===== config.mk =====
export PLATFORM = sky130hd
export DESIGN_NAME = adder_arbiter
export DESIGN_NICKNAME = d
export VERILOG_FILES = /design/src/rtl/adder_arb_pkg.sv /design/src/rtl/adder.sv /design/src/rtl/rr_picker.sv /design/src/rtl/adder_arbiter.sv
export SDC_FILE = /design/constraint.sdc
export NUM_CORES = 1
export LEC_CHECK = 0
export ABC_AREA = 1
export BUFFER_PORTS_ARGS = -buffer_cell sky130_fd_sc_hd__buf_2
export CAP_MARGIN = 20
export CORE_ASPECT_RATIO = 0.8
export CORE_MARGIN = 2
export CORE_UTILIZATION = 40
export CTS_CLUSTER_DIAMETER = 40
export DETAILED_ROUTE_END_ITERATION = 7
export PLACE_DENSITY = 0.76
export SLEW_MARGIN = 0
export SYNTH_ARGS = -nofsm -noshare
export SYNTH_HDL_FRONTEND = slang
export SYNTH_SLANG_ARGS = --single-unit

===== constraint.sdc =====
create_clock -name clk -period 3.1 [get_ports clk]
set_input_delay 0.155 -clock clk [delete_from_list [all_inputs] [get_ports clk]]
set_output_delay 0.155 -clock clk [all_outputs]
set_load 0.02 [all_outputs]

===== src/rtl/adder_arb_pkg.sv =====
// Shared types and constants for the shared-adder arbiter slice.
package adder_arb_pkg;

    localparam int unsigned DATA_W = 32;

    typedef enum logic {
        IDLE = 1'b0,
        FULL = 1'b1
    } arb_state_e;

endpackage


===== src/rtl/adder.sv =====
// Combinational unsigned adder; carry-out is intentionally discarded.
module adder
    import adder_arb_pkg::*;
#(
    parameter int unsigned W = DATA_W
) (
    input  logic [W-1:0] a,
    input  logic [W-1:0] b,
    output logic [W-1:0] sum
);

    assign sum = a + b;

endmodule


===== src/rtl/rr_picker.sv =====
// Round-robin picker: first set req_valid bit at or after rr_ptr, wrapping at NUM_REQ-1.
module rr_picker #(
    parameter  int unsigned NUM_REQ = 4,
    localparam int unsigned ID_W    = $clog2(NUM_REQ)
) (
    input  logic [NUM_REQ-1:0] req_valid,
    input  logic [ID_W-1:0]    rr_ptr,
    output logic [ID_W-1:0]    winner,
    output logic               any_valid
);

    always_comb begin
        int unsigned idx;
        logic [ID_W-1:0] idx_w;
        winner    = '0;
        any_valid = 1'b0;
        idx       = 0;
        idx_w     = '0;
        for (int unsigned i = 0; i < NUM_REQ; i++) begin
            // Explicit modulo so non-power-of-two counts never rely on ID_W overflow
            idx = 32'(rr_ptr) + i;
            if (idx >= NUM_REQ) begin
                idx = idx - NUM_REQ;
            end
            idx_w = idx[ID_W-1:0];
            if (!any_valid && req_valid[idx_w]) begin
                winner    = idx_w;
                any_valid = 1'b1;
            end
        end
    end

endmodule


===== src/rtl/adder_arbiter.sv =====
// Round-robin arbiter sharing one 32-bit adder among NUM_REQ requesters,
// with a one-deep registered response slot tagged by requester index.
module adder_arbiter
    import adder_arb_pkg::*;
#(
    parameter  int unsigned NUM_REQ = 4,
    localparam int unsigned ID_W    = $clog2(NUM_REQ)
) (
    input  logic                            clk,
    input  logic                            rst_n,
    input  logic [NUM_REQ-1:0]              req_valid,
    input  logic [NUM_REQ-1:0][DATA_W-1:0]  req_a,
    input  logic [NUM_REQ-1:0][DATA_W-1:0]  req_b,
    output logic [NUM_REQ-1:0]              req_ready,
    output logic                            rsp_valid,
    input  logic                            rsp_ready,
    output logic [DATA_W-1:0]               rsp_sum,
    output logic [ID_W-1:0]                 rsp_id
);

    arb_state_e        state_q, state_d;
    logic [DATA_W-1:0] sum_q, sum_d;
    logic [ID_W-1:0]   id_q, id_d;
    logic [ID_W-1:0]   ptr_q, ptr_d;

    logic [ID_W-1:0]   winner;
    logic              any_valid;
    logic              slot_free;
    logic              accept;
    logic [DATA_W-1:0] add_sum;

    rr_picker #(
        .NUM_REQ (NUM_REQ)
    ) u_picker (
        .req_valid (req_valid),
        .rr_ptr    (ptr_q),
        .winner    (winner),
        .any_valid (any_valid)
    );

    adder #(
        .W (DATA_W)
    ) u_adder (
        .a   (req_a[winner]),
        .b   (req_b[winner]),
        .sum (add_sum)
    );

    assign rsp_valid = (state_q == FULL);
    assign slot_free = (state_q == IDLE) || (rsp_valid && rsp_ready);
    // rst_n gates the grant so nothing is offered while reset is held
    assign accept    = any_valid && slot_free && rst_n;

    always_comb begin
        req_ready = '0;
        if (accept) begin
            req_ready[winner] = 1'b1;
        end
    end

    always_comb begin
        state_d = state_q;
        sum_d   = sum_q;
        id_d    = id_q;
        ptr_d   = ptr_q;
        if (accept) begin
            state_d = FULL;
            sum_d   = add_sum;
            id_d    = winner;
            ptr_d   = (winner == ID_W'(NUM_REQ - 1)) ? '0 : winner + 1'b1;
        end else if ((state_q == FULL) && rsp_ready) begin
            state_d = IDLE;
        end
    end

    always_ff @(posedge clk or negedge rst_n) begin
        if (!rst_n) begin
            state_q <= IDLE;
            sum_q   <= '0;
            id_q    <= '0;
            ptr_q   <= '0;
        end else begin
            state_q <= state_d;
            sum_q   <= sum_d;
            id_q    <= id_d;
            ptr_q   <= ptr_d;
        end
    end

    assign rsp_sum = sum_q;
    assign rsp_id  = id_q;

endmodule


* After elaboration in Yosys (flattened, before gate mapping) *
Cells that the tools add are included.

cells by class
  equality and inequality tests = 1
  $lt $le $gt $ge = 10
  $add $sub $neg = 9
  reductions and logical operators = 12
  mux-type cells = 30
  bitwise operators = 1

operator list
  operator               count
  $bmux W32 S2           2
  $mux W32               2
  $add A32 B32 Y32       1
  $mux W2                9
  $lt A2 B3 Y1 const B   5
  $mux W1                11
  $ge A3 B3 Y1 const B   3
  $bmux W1 S2            4
  $sub A2 B1 Y2 const B  4
  $logic_and A1 B1 Y1    7
  $add A2 B2 Y3 const B  2
  $mux W4                1
  $add A2 B1 Y3 const B  1
  $ge A2 B3 Y1 const B   1
  $logic_not A1 Y1       3
  $add A2 B1 Y2 const B  1
  $demux W1 S2           1
  $eq A2 B2 Y1 const B   1
  $ge A2 B1 Y1 const B   1
  $reduce_bool A2 Y1     1
  $logic_or A1 B1 Y1     1
  $not A1 Y1             1

storage, ports and cells
  register bits = 37
  output and inout port bits = 39
  bits of input ports = 263
  word-level logic and storage cells = 67

* Longest topological paths before layout *
  word-level depth = 19
  depth in mapped cells = 29
  gate-level depth less buffers = 26

* By module *
From an unflattened synthesis, not the netlist that was laid out.

unflattened totals
  cell total of the unflattened synthesis = 1477
  area, all modules = 7357.1 sq um

by module, submodules not included
  module         times used  cells each  area an instance (sq um)
  adder_arbiter  1           924         4653.2
  adder          1           494         2384.8
  rr_picker      1           59          319.1

* Worst setup path before layout *
No wires, ideal clock.

  path type = register to register
  start point = reg ptr_q[0]
  end point = reg sum_q[24], in the netlist rsp_sum[24]
  data arrival time = 3.186 ns
  setup time = 0.117 ns
  required time = 2.983 ns
  path buffers = 2
  slack = -0.203 ns
  cell stages (with the launch flop) = 26
  cells stage by stage = dfrtp_1 > buf_6 > inv_4 > nand2_1 > nand3_1 > nand2_2 > nor2_4 > nand3_2 > nand3_2 > inv_2 > clkbuf_2 > o21ai_0 > o22ai_1 > ha_1 > fa_1 > nand3_1 > nand2_1 > nand3_1 > nand2_1 > nand3_1 > nand2_1 > nand3_1 > nand3_1 > or2_2 > nand3_1 > nand2_1

on the way
  word-level cells in the longest chain between the ends = 17
  elaborated cells on any way between the ends = 44
  classes of those cells = add/sub: 8; order compare: 4; mux: 24; reduce/logical: 8

ends and longest elaborated chain
  item                                                    RTL line             RTL
  start: declaration                                      adder_arbiter.sv:24  logic [ID_W-1:0] ptr_q, ptr_d;
  start signal: assignment                                adder_arbiter.sv:86  ptr_q <= ptr_d;
  branches (longest 17 deep; another with $add A2 B1 Y3)  -
  end signal: assignment                                  adder_arbiter.sv:84  sum_q <= sum_d;
  end: declaration                                        adder_arbiter.sv:22  logic [DATA_W-1:0] sum_q, sum_d;

Parallel ways; which one is timed is not known. The select of a mux whose other input is x is not followed.
A chain may end at the register's enable or synchronous reset.

* Worst setup path in the final report *
  start point = reg ptr_q[0]
  end point = reg sum_q[27], in the netlist rsp_sum[27]

Same word-level chain as after synthesis.

==> run_results.csv <==
group,metric,value,unit
drt,drc_errors,0,
drt,vias,8416,
drt,ant_nets,0,
clock_tree,cts_tree,"yes",
cells_and_area,num-nets-final,1637,
logic_synthesis,ys_ff_latch,37,
placement,portBuffers,301,
outcome,outcome,"finished with violations",
grt,grt_usage,31.8,%
outcome,violations,"setup timing",
cells_and_area,multi_input_area,4970,um2
clock_tree,clkSlewWorstSetupHoldPaths,50,ps
min_path,hp-class,"in2reg",
logic_synthesis,synthesis.nets,1189,
timing,setup_ws,-648,ps
floorplanning,rows,37,
worst_setup_path,critical_path_peak_fanout,16,
timing,finalMaxSlewViolations,0,
cells_and_area,drive_gt1_share,52.9,%
placement,gp_congestion,1.02,
logic_synthesis,syn_area_per_cell,6.08,um2
logic_synthesis,synthCells,890,
logic_synthesis,ys.flop_type,"dfrtp_1",
clock_tree,htree_levels,2,
logic_synthesis,yosysWarnings,0,
drt,drt_iter0_drc,671,
cells_and_area,final_cell_mix,"buf_2 (301), buf_4 (158), nor2_1 (145)",
logic_synthesis,synth_cell_types,34,
floorplanning,die_w,134,um
floorplanning,core-area,13100,um2
logic_synthesis,synth_edf_count,0,
cells_and_area,final_util,74.3,%
worst_setup_path,required,3260,ps
clock_tree,numCtsBuffers,5,
grt,grt_overflow,0,
grt,antenna_found_initial,1,
drt,wl_per_cell,17.3,um
grt,grt_pass1_wl,36900,um
floorplanning,die_area,14500,um2
clock_tree,clock_path_buffers,2,
grt,grt_max_degree,38,
worst_setup_path,critPathSlowestCell,"dfrtp_1",
worst_setup_path,critPathTopFamily,"simple AND/OR/NAND/NOR gates",
clock_tree,clock_sinks,37,
logic_synthesis,synth-async-reset-ratio,100,%
worst_setup_path,cp_data_arrival_time,3910,ps
timing,final-setup-viol-count,28,
worst_setup_path,cpMostUsedCell,"nand2_2",
timing,tightest_slew,627,ps
worst_setup_path,crit_path_start_kind,"flip-flop",
floorplanning,start_util,41.5,%
worst_setup_path,max_stage_delay,400,ps
drt,wirelength,26200,um
placement,hpwl,19400,um
logic_synthesis,ys_seq_area_share,17.1,%
timing,whs,151,ps
timing,fin_worst_skew,2.18,ps
worst_setup_path,criticalPathCategory,"reg2reg",
cells_and_area,n_fill_cell,992,
worst_setup_path,crit_buf_inv,5,
cells_and_area,regArea,926,um2
floorplanning,die_h,108,um
timing,slew_headroom,58.2,%
timing,rsz0062_at_grt,"yes",
floorplanning,io_pins,302,
timing,fmax,267,MHz
clock_tree,clk_latency,270,ps
drt,vias_per_cell,5.56,
logic_synthesis,netlist_area,5410,um2
timing,hold_violations,0,
timing,min_period,3750,ps
cells_and_area,layout_commonest_cell,"buf_2",
timing,period_share,121,%
clock_tree,root_buffer,"clkbuf_16",
cells_and_area,area_growth,79.3,%
worst_setup_path,end_kind,"flip-flop",
grt,grt_pass1_vias,7601,
drt,first_pass_iters,5,
flow_run,drv_cap,0,
[synthesized netlist by cell type, types with 3 or more instances]
library cell | count | area, um2
xnor2_1 | 16 | 140
o21ai_1 | 38 | 190
buf_6 | 11 | 124
buf_4 | 3 | 22.5
nor3_1 | 7 | 35.0
xor2_1 | 5 | 43.8
a21oi_1 | 44 | 220
nand3b_1 | 3 | 22.5
buf_2 | 24 | 120
o22ai_1 | 42 | 263
a21o_1 | 4 | 30.0
nor2_1 | 168 | 631
o22ai_2 | 20 | 250
or2_2 | 4 | 25.0
dfrtp_1 | 37 | 926
o21a_1 | 3 | 22.5
inv_1 | 47 | 176
nand2_1 | 171 | 642
ha_1 | 35 | 438
nand2_2 | 3 | 18.8
nand4_1 | 10 | 62.6
o21ai_0 | 135 | 676
clkbuf_1 | 9 | 33.8
nand3_1 | 38 | 190
[worst paths after layout]
kind	from	endpoint	slack [ps]	depth (start not counted)
max reg2reg	ptr_q[0]$_DFFE_PN0P_	rsp_sum[27]$_DFFE_PN0P_	-650	25
max in group asynchronous	rst_n	rsp_sum[24]$_DFFE_PN0P_	2270	3
min reg2reg	rsp_sum[24]$_DFFE_PN0P_	rsp_sum[24]$_DFFE_PN0P_	480	2
max	ptr_q[0]$_DFFE_PN0P_	rsp_sum[27]$_DFFE_PN0P_	-650	25
min	rsp_ready	rsp_valid$_DFFE_PN0P_	150	4
min in group asynchronous	rst_n	rsp_sum[3]$_DFFE_PN0P_	510	3
[layer usage]
layer	track usage, %	part of all wire [%]
met5	0	0
met4	9.17	3.6
met1	42.5	40
met2	52.4	46
met3	6.33	9.8
[worst min-delay path, cell delays in order]
cell and delay, ps:
buf_2 70, nor2_1 30, inv_1 70, nand2_1 50
[cell families (layout without fill, tap and decap cells)]
logic type | after synthesis | count (layout) | synth area share [%]
simple gates | 408 | 408 | 30.8
buf+inv | 98 | 547 | 9.16
fa+ha+maj | 36 | 36 | 8.46
other cells | 0 | 1 | 0
xor+xnor | 21 | 21 | 3.40
flops | 37 | 37 | 17.1
compound gates | 290 | 290 | 31.1
[layout make-up]
| class | count | area share [%] |
|---|---|---|
| Inverter | 50 | 2.22 |
| Antenna cell | 1 | 0.0258 |
| Clock buffer | 7 | 1.47 |
| Clock inverter | 1 | 0.309 |
| Multi-Input combinational cell | 755 | 51.2 |
| Timing Repair Buffer | 489 | 33.0 |
| Sequential cell | 37 | 9.54 |
| Tap cell | 175 | 2.26 |
[repair_timing]
| item | CTS | global route |
|---|---|---|
| pin swaps | 28 | 43 |
| resized for setup | 151 | 108 |
| cloned | 1 | 4 |
| hold buffers | 1 | 0 |
| hold endpoints to repair | 37 | 0 |
| setup endpoints to repair | 29 | 30 |
| buffers inserted | 11 | 17 |
[sequential cells by signal (all words and copies together), names as in the netlist]
name / flops
rsp_id: 2
ptr_q: 2
rsp_valid: 1
rsp_sum: 32
[metrics by stage]
stage | setup slack [ps] | cell area, um2 | std cells | setup TNS [ps]
after floorplan | -4.26 | 5590 | 890 | -4.26
after detailed placement | -555 | 8230 | 1472 | -11730
after global routing | -786 | 9700 | 1515 | -15760
after CTS | -429 | 9100 | 1493 | -7590
after global placement | -498 | 8230 | 1472 | -10270
final | -648 | 9700 | 1515 | -11140
Power is not shown: default switching activity piles up to over one toggle a cycle in this logic, so the estimate is an artifact.
